--- config.mk ---
export PLATFORM = sky130hd
export DESIGN_NAME = instr_fetch_flat
export DESIGN_NICKNAME = d
export VERILOG_FILES = /design/src/rtl/instr_fetch_pkg.sv /design/src/rtl/instr_fetch_if.sv /design/src/rtl/instr_fetch_branch_target.sv /design/src/rtl/instr_fetch.sv /design/src/flat_wrapper.sv
export SDC_FILE = /design/constraint.sdc
export NUM_CORES = 1
export LEC_CHECK = 0
export ABC_AREA = 1
export ABC_CLOCK_PERIOD_IN_PS = 3200
export CORE_MARGIN = 3
export CORE_UTILIZATION = 45
export DETAILED_ROUTE_END_ITERATION = 8
export PLACE_DENSITY = 0.8
export SYNTH_ARGS = -nofsm -noshare
export SYNTH_HDL_FRONTEND = slang
export SYNTH_SLANG_ARGS = --single-unit
--- constraint.sdc ---
create_clock -name clk -period 3.2 [get_ports clk]
set_input_delay 0.64 -clock clk [delete_from_list [all_inputs] [get_ports clk]]
set_output_delay 0.64 -clock clk [all_outputs]
set_load 0.005 [all_outputs]
--- src/rtl/instr_fetch_pkg.sv ---
// Shared types for the byte-serial instruction fetch stage.
// Imported by the fetch FSM and its interface users.
package fetch_pkg;

   typedef enum logic [2:0] {
      FETCH_OP,
      LOAD_OP,
      DECODE,
      LOAD_ARG,
      VALID
   } fetch_state_t;

   localparam logic [1:0] ARGC_NONE = 2'd0;
   localparam logic [1:0] ARGC_ONE  = 2'd1;
   localparam logic [1:0] ARGC_TWO  = 2'd2;

   // The decoder may report 3; there are never more than two arg bytes.
   function automatic logic [1:0] clamp_argc(
      input logic [1:0] a
   );
      return (a > ARGC_TWO) ? ARGC_TWO : a;
   endfunction

endpackage

--- src/rtl/instr_fetch_if.sv ---
// Instruction hand-off between fetch and execution control.
// The fetch stage is master; execution control is slave.
interface instr_fetch_if #(
   parameter int ADDR_W = 16
);

   logic              instr_valid;
   logic              instr_ready;
   logic [15:0]       instr_args;
   logic [ADDR_W-1:0] instr_addr;
   logic              branch_taken;
   logic [15:0]       branch_offset;

   modport master (
      output instr_valid,
      output instr_args,
      output instr_addr,
      input  instr_ready,
      input  branch_taken,
      input  branch_offset
   );

   modport slave (
      input  instr_valid,
      input  instr_args,
      input  instr_addr,
      output instr_ready,
      output branch_taken,
      output branch_offset
   );

endinterface

--- src/rtl/instr_fetch_branch_target.sv ---
// Branch target: instruction address plus sign-extended offset,
// wrapped modulo 2^ADDR_W.
module branch_target #(
   parameter int ADDR_W = 16
) (
   input  logic [ADDR_W-1:0] instr_addr,
   input  logic [15:0]       branch_offset,
   output logic [ADDR_W-1:0] target
);

   localparam int W = (ADDR_W > 16) ? ADDR_W : 16;

   logic [W-1:0] base_x;
   logic [W-1:0] off_x;
   logic [W-1:0] sum;

   assign base_x = W'(instr_addr);
   assign off_x  = W'($signed(branch_offset));
   assign sum    = base_x + off_x;
   assign target = sum[ADDR_W-1:0];

endmodule

--- src/rtl/instr_fetch.sv ---
// Byte-serial fetch: opcode, then 0-2 argument bytes chosen by the
// decoder's argc, then a valid/ready hand-off with optional redirect.
module instr_fetch #(
   parameter int                ADDR_W   = 16,
   parameter logic [ADDR_W-1:0] RESET_PC = '0
) (
   input  logic              clk,
   input  logic              rst,
   output logic [ADDR_W-1:0] mem_addr,
   input  logic [7:0]        mem_rdata,
   output logic [7:0]        opcode,
   input  logic [1:0]        argc,
   instr_fetch_if.master     io
);

   import fetch_pkg::*;

   fetch_state_t      state_q, state_d;
   logic [ADDR_W-1:0] ptr_q, ptr_d;
   logic [ADDR_W-1:0] addr_q, addr_d;
   logic [7:0]        op_q, op_d;
   logic [15:0]       args_q, args_d;
   logic [1:0]        left_q, left_d;
   logic              valid_q;
   logic [ADDR_W-1:0] target;

   branch_target #(
      .ADDR_W (ADDR_W)
   ) u_target (
      .instr_addr    (addr_q),
      .branch_offset (io.branch_offset),
      .target        (target)
   );

   always_comb begin
      state_d = state_q;
      ptr_d   = ptr_q;
      addr_d  = addr_q;
      op_d    = op_q;
      args_d  = args_q;
      left_d  = left_q;
      unique case (state_q)
         FETCH_OP: begin
            addr_d  = ptr_q;
            ptr_d   = ptr_q + ADDR_W'(1);
            state_d = LOAD_OP;
         end
         LOAD_OP: begin
            op_d    = mem_rdata;
            args_d  = '0;
            state_d = DECODE;
         end
         DECODE: begin
            if (argc == ARGC_NONE) begin
               state_d = VALID;
            end else begin
               left_d  = clamp_argc(argc);
               ptr_d   = ptr_q + ADDR_W'(1);
               state_d = LOAD_ARG;
            end
         end
         LOAD_ARG: begin
            args_d = {args_q[7:0], mem_rdata};
            left_d = left_q - 2'd1;
            // Last byte lands now; otherwise issue the next read.
            if (left_q == ARGC_ONE) begin
               state_d = VALID;
            end else begin
               ptr_d = ptr_q + ADDR_W'(1);
            end
         end
         VALID: begin
            if (io.instr_ready) begin
               if (io.branch_taken) begin
                  ptr_d = target;
               end
               state_d = FETCH_OP;
            end
         end
         default: begin
            state_d = FETCH_OP;
         end
      endcase
   end

   always_ff @(posedge clk) begin
      if (rst) begin
         state_q <= FETCH_OP;
         ptr_q   <= RESET_PC;
         addr_q  <= RESET_PC;
         op_q    <= 8'h00;
         args_q  <= '0;
         left_q  <= ARGC_NONE;
         valid_q <= 1'b0;
      end else begin
         state_q <= state_d;
         ptr_q   <= ptr_d;
         addr_q  <= addr_d;
         op_q    <= op_d;
         args_q  <= args_d;
         left_q  <= left_d;
         valid_q <= (state_d == VALID);
      end
   end

   // Reads are only issued from ptr, so memory always sees ptr.
   assign mem_addr       = ptr_q;
   assign opcode         = op_q;
   assign io.instr_valid = valid_q;
   assign io.instr_args  = args_q;
   assign io.instr_addr  = addr_q;

endmodule

--- src/flat_wrapper.sv ---
// flat-port wrapper written by rule: the top's interface ports become plain ports
module instr_fetch_flat import fetch_pkg::*;
#(
   parameter int                ADDR_W   = 16,
   parameter logic [ADDR_W-1:0] RESET_PC = '0
)
  (clk, rst, mem_addr, mem_rdata, opcode, argc, io_instr_valid, io_instr_args, io_instr_addr, io_instr_ready, io_branch_taken, io_branch_offset);
  instr_fetch_if #(.ADDR_W(ADDR_W)) io_i ();
  input  logic clk;
  input  logic rst;
  output logic [ADDR_W-1:0] mem_addr;
  input  logic [7:0] mem_rdata;
  output logic [7:0] opcode;
  input  logic [1:0] argc;
  output wire logic [$bits(io_i.instr_valid)-1:0] io_instr_valid;
  output wire logic [$bits(io_i.instr_args)-1:0] io_instr_args;
  output wire logic [$bits(io_i.instr_addr)-1:0] io_instr_addr;
  input wire logic [$bits(io_i.instr_ready)-1:0] io_instr_ready;
  input wire logic [$bits(io_i.branch_taken)-1:0] io_branch_taken;
  input wire logic [$bits(io_i.branch_offset)-1:0] io_branch_offset;
  assign io_instr_valid = io_i.instr_valid;
  assign io_instr_args = io_i.instr_args;
  assign io_instr_addr = io_i.instr_addr;
  assign io_i.instr_ready = io_instr_ready;
  assign io_i.branch_taken = io_branch_taken;
  assign io_i.branch_offset = io_branch_offset;
  instr_fetch #(.ADDR_W(ADDR_W), .RESET_PC(RESET_PC)) u_core (.clk(clk), .rst(rst), .mem_addr(mem_addr), .mem_rdata(mem_rdata), .opcode(opcode), .argc(argc), .io(io_i));
endmodule
==> results.txt <==
- The run finished with clean final reports.
* Area after DPL: 4440 um^2
- Crit Path Category: in -> reg
- No sink is reached through more buffers than the 2 on the longest clock path.
- In the global route stage, overall resource usage came out at 23.6%.
* Clock network latency to the later pin of the worst-skew pair: 0.35 ns
- The initialized floorplan defines 31 standard-cell rows.
- For this run, the leading register cell type out of synthesis is sky130_fd_sc_hd__dfxtp_1.
* Sum of negative setup slack: 0 ns
- The die is 94.4 um tall.
- Synthesized netlist net count: 576
- Clock transition at the registers of the reported paths: 0.07 ns
- Number of enable-type register cells in the synthesized netlist: 0
- Routed wire length on met2: 4.80 mm
- Across all register-to-register paths, the minimum setup slack is 1.20 ns.
- The clock drives 62 sinks.
- Gpl congestion: 0.942
* Cell count after synthesis: 528
* Arr. time, crit path: 2.50 ns
* FMAX: 443 MHz
- Post-synth ARST share: 0%
- In the final layout, the share of cells above drive strength 1 is 4.71%.
- Antenna Violating Nets Remaining: 0
- Once layout is done, the placed cells without fillers occupy 4640 um^2.
- In this run the worst path has a maximum fanout of 3.
* Leakage Power: 1.98 nW
- The max-slew violation count came to 0.
- On the final layout, the worst clock skew is 0.00612 ns.
* Pin count of the biggest net entering global routing: 35
* Number of optimization iterations in the first detailed-route pass: 5
- Pwr dens: 716 nW/um^2
- Sort of element at the start of the critical path: input pin
- STA classifies the critical path endpoint as a register.
- In this run the count of I/O pins placed on the die edge is 87.
- The endpoint identified for the worst register-to-register timing path is u_core.mem_addr[4]$_SDFFE_PP0P_.
- Number of vias after detailed routing: 3810
* Worst EP required: 3.44 ns
- Summed over all nets, the half-perimeter wirelength after detailed placement is 7.64 mm.
- Of all cell types, the one taking the most synthesized area is sky130_fd_sc_hd__dfxtp_1.
- # nets final: 659
* Slack of the critical path: 0.941 ns
- Gates resized, CTS repair: 0
- Setup repair after global routing missed its margin: no
- Measured in cells, the most critical reg-to-reg path has a length of 10.
- Highest-count cells in the layout ignoring fill and taps: sky130_fd_sc_hd__nand2_1, sky130_fd_sc_hd__clkdlybuf4s50_1, sky130_fd_sc_hd__a21oi_1
- Cts hold-fix bufs: 0
- Syn Area/Cell: 6.66 um^2
- Share of the yosys chip area belonging to registers: 35.3%
* Count of state elements after synthesis: 62
- Count of yosys warnings during synthesis: 0
- Tmin final: 2.26 ns
- Capture point of the worst path: u_core.mem_addr[4]$_SDFFE_PP0P_
- The area growth from synthesis to layout is 31.8%.
- In the final routed layout, each cell accounts on average for 14.3 um.
- TritonCTS built the clock tree.
* Global-route wire length before repair: 16.6 mm
* Worst min path class: reg -> reg
- Tightest Pin Transition: 0.685 ns
- Chip Width: 94.4 um
- VDD sags by at most 0.404 mV.
* Fraction of synthesized cell area taken by the top area cell type: 35.3%
- The core region is 7410 um^2.
* Setup-failing EPs final: 0
- Number of global-route vias before repair: 3541
- The critical path starts at io_branch_offset[0].
* Hold Violations, Final: 0
- During placement, the flow inserted port buffers numbering 86.
- In this run, CTS created clock tree buffers numbering 9.
- The H-tree was split into 3 levels.
- Counting instances, the worst hold path has a depth of 2.
* Via density: 5.33
- Placement-stage worst setup slack: 0.568 ns
- The startpoint identified for the worst register-to-register timing path is u_core.state_q[1]$_SDFF_PP0_.
- Share of the clock period used by the worst path: 70.6%
* Routed WL: 10.3 mm
- Summed over all nets, wire length on met3 after detailed routing comes to 666 um.
- The tree is rooted in a sky130_fd_sc_hd__clkbuf_8.
* Top metal layer carrying routed signals: met4
- The number of antenna violations at the first check in global routing is 0.
- For this configuration, the core starts out at a cell density of 47.5%.
* Floorplan die area: 8910 um^2
- In the post-synthesis netlist, the biggest area contributors are sky130_fd_sc_hd__dfxtp_1, sky130_fd_sc_hd__nand2_1, sky130_fd_sc_hd__a21oi_1.
- Metal1 wirelength: 4.52 mm
- The synthesized netlist contains 31 unique library cells.
- Total grt overflow: 0
- Diode insertion count for antenna repair: 0
- Netlist Area Pre-Place: 3520 um^2
- After detailed routing, the number of remaining DRC violations is 0.
* Post-CTS setup buffers: 0
- DR iter-0 viols: 287
- Leaving out fill and tap cells, the most frequent cell in the layout is sky130_fd_sc_hd__nand2_1.
- Relative slew slack: 54.1%
- Max-cap violations in this run came to 0.
## report_power, final
group	internal [mW]	leakage, nW	switching [mW]	total, mW
Clock	0.360	0.0956	0.342	0.702
Sequential	0.949	0.508	0.185	1.13
Combinational	0.660	1.38	0.825	1.48
## worst min path at each step
stage / startpoint / endpoint / slack, ns
after floorplan: u_core.opcode[0]$_SDFFE_PP0P_ / u_core.opcode[0]$_SDFFE_PP0P_ / 0.46
after global placement: u_core.opcode[0]$_SDFFE_PP0P_ / u_core.opcode[0]$_SDFFE_PP0P_ / 0.45
after detailed placement: u_core.opcode[1]$_SDFFE_PP0P_ / u_core.opcode[1]$_SDFFE_PP0P_ / 0.46
after CTS: u_core.opcode[5]$_SDFFE_PP0P_ / u_core.opcode[5]$_SDFFE_PP0P_ / 0.47
after global routing: u_core.opcode[2]$_SDFFE_PP0P_ / u_core.opcode[2]$_SDFFE_PP0P_ / 0.49
final: u_core.opcode[5]$_SDFFE_PP0P_ / u_core.opcode[5]$_SDFFE_PP0P_ / 0.47
## cell families after synthesis
| family | share of synthesized area [%] |
|---|---|
| adder cells (fa/ha/maj) | 6.62 |
| AO/OA/AOI/OAI | 19.2 |
| flip-flops | 35.3 |
| XOR/XNOR | 1.49 |
| buffers and inverters | 9.78 |
| AND/OR/NAND/NOR | 27.6 |
## Yosys cell counts (all sizes together), types with 3 or more instances
library cell    n
xor2            5
nor2           22
ha             17
nor3            8
a21oi          71
nand3b          4
o21ai          49
dfxtp          62
nand3          50
nand2         136
or2             3
a31oi           6
inv            65
clkbuf         10
buf             8
nand4           3
## state kept, by name, indices dropped and copies added (netlist names)
name	cells
u_core.left_q	2
u_core.io.instr_valid	1
u_core.io.instr_addr	16
u_core.mem_addr	16
u_core.io.instr_args	16
u_core.opcode	8
u_core.state_q	3
## critical path, cell delays in order
cell                              delay, ns
sky130_fd_sc_hd__clkdlybuf4s50_1       0.41
sky130_fd_sc_hd__ha_1                  0.23
sky130_fd_sc_hd__fa_1                  0.39
sky130_fd_sc_hd__nand2_1               0.10
sky130_fd_sc_hd__nand3_1               0.08
sky130_fd_sc_hd__and2_1                0.17
sky130_fd_sc_hd__or2_2                 0.27
sky130_fd_sc_hd__a31oi_1               0.16
sky130_fd_sc_hd__nor2_1                0.05
## area by class of cell
cell class,instances,area [um^2]
flip-flops and latches,62,1240
repair buffers,90,891
well taps,99,124
clock buffers,9,124
fillers,705,2770
clock inverters,7,72.6
multi-input cells,382,1940
inverters,66,248
## metal layers
layer,track usage [%],vias up
met1,31.1,1721
met3,3.51,24
met4,11.1,0
met5,0,-
li1,-,1908
met2,38.2,157
## metrics by stage
| stage | util [%] | cells | hold WS, ns | power (mW) |
|---|---|---|---|---|
| 3_3_place_gp | 59.9 | 699 | 0.453 | 2.57 |
| 4_1_cts | 62.6 | 715 | 0.474 | 3.32 |
| 6_report | 62.6 | 715 | 0.468 | 3.32 |
| 3_5_place_dp | 59.9 | 699 | 0.460 | 2.62 |
| 5_1_grt | 62.6 | 715 | 0.492 | 3.58 |
| 2_1_floorplan | - | 528 | 0.457 | 2.03 |
Note: power is estimated with default switching activity, not from simulation.
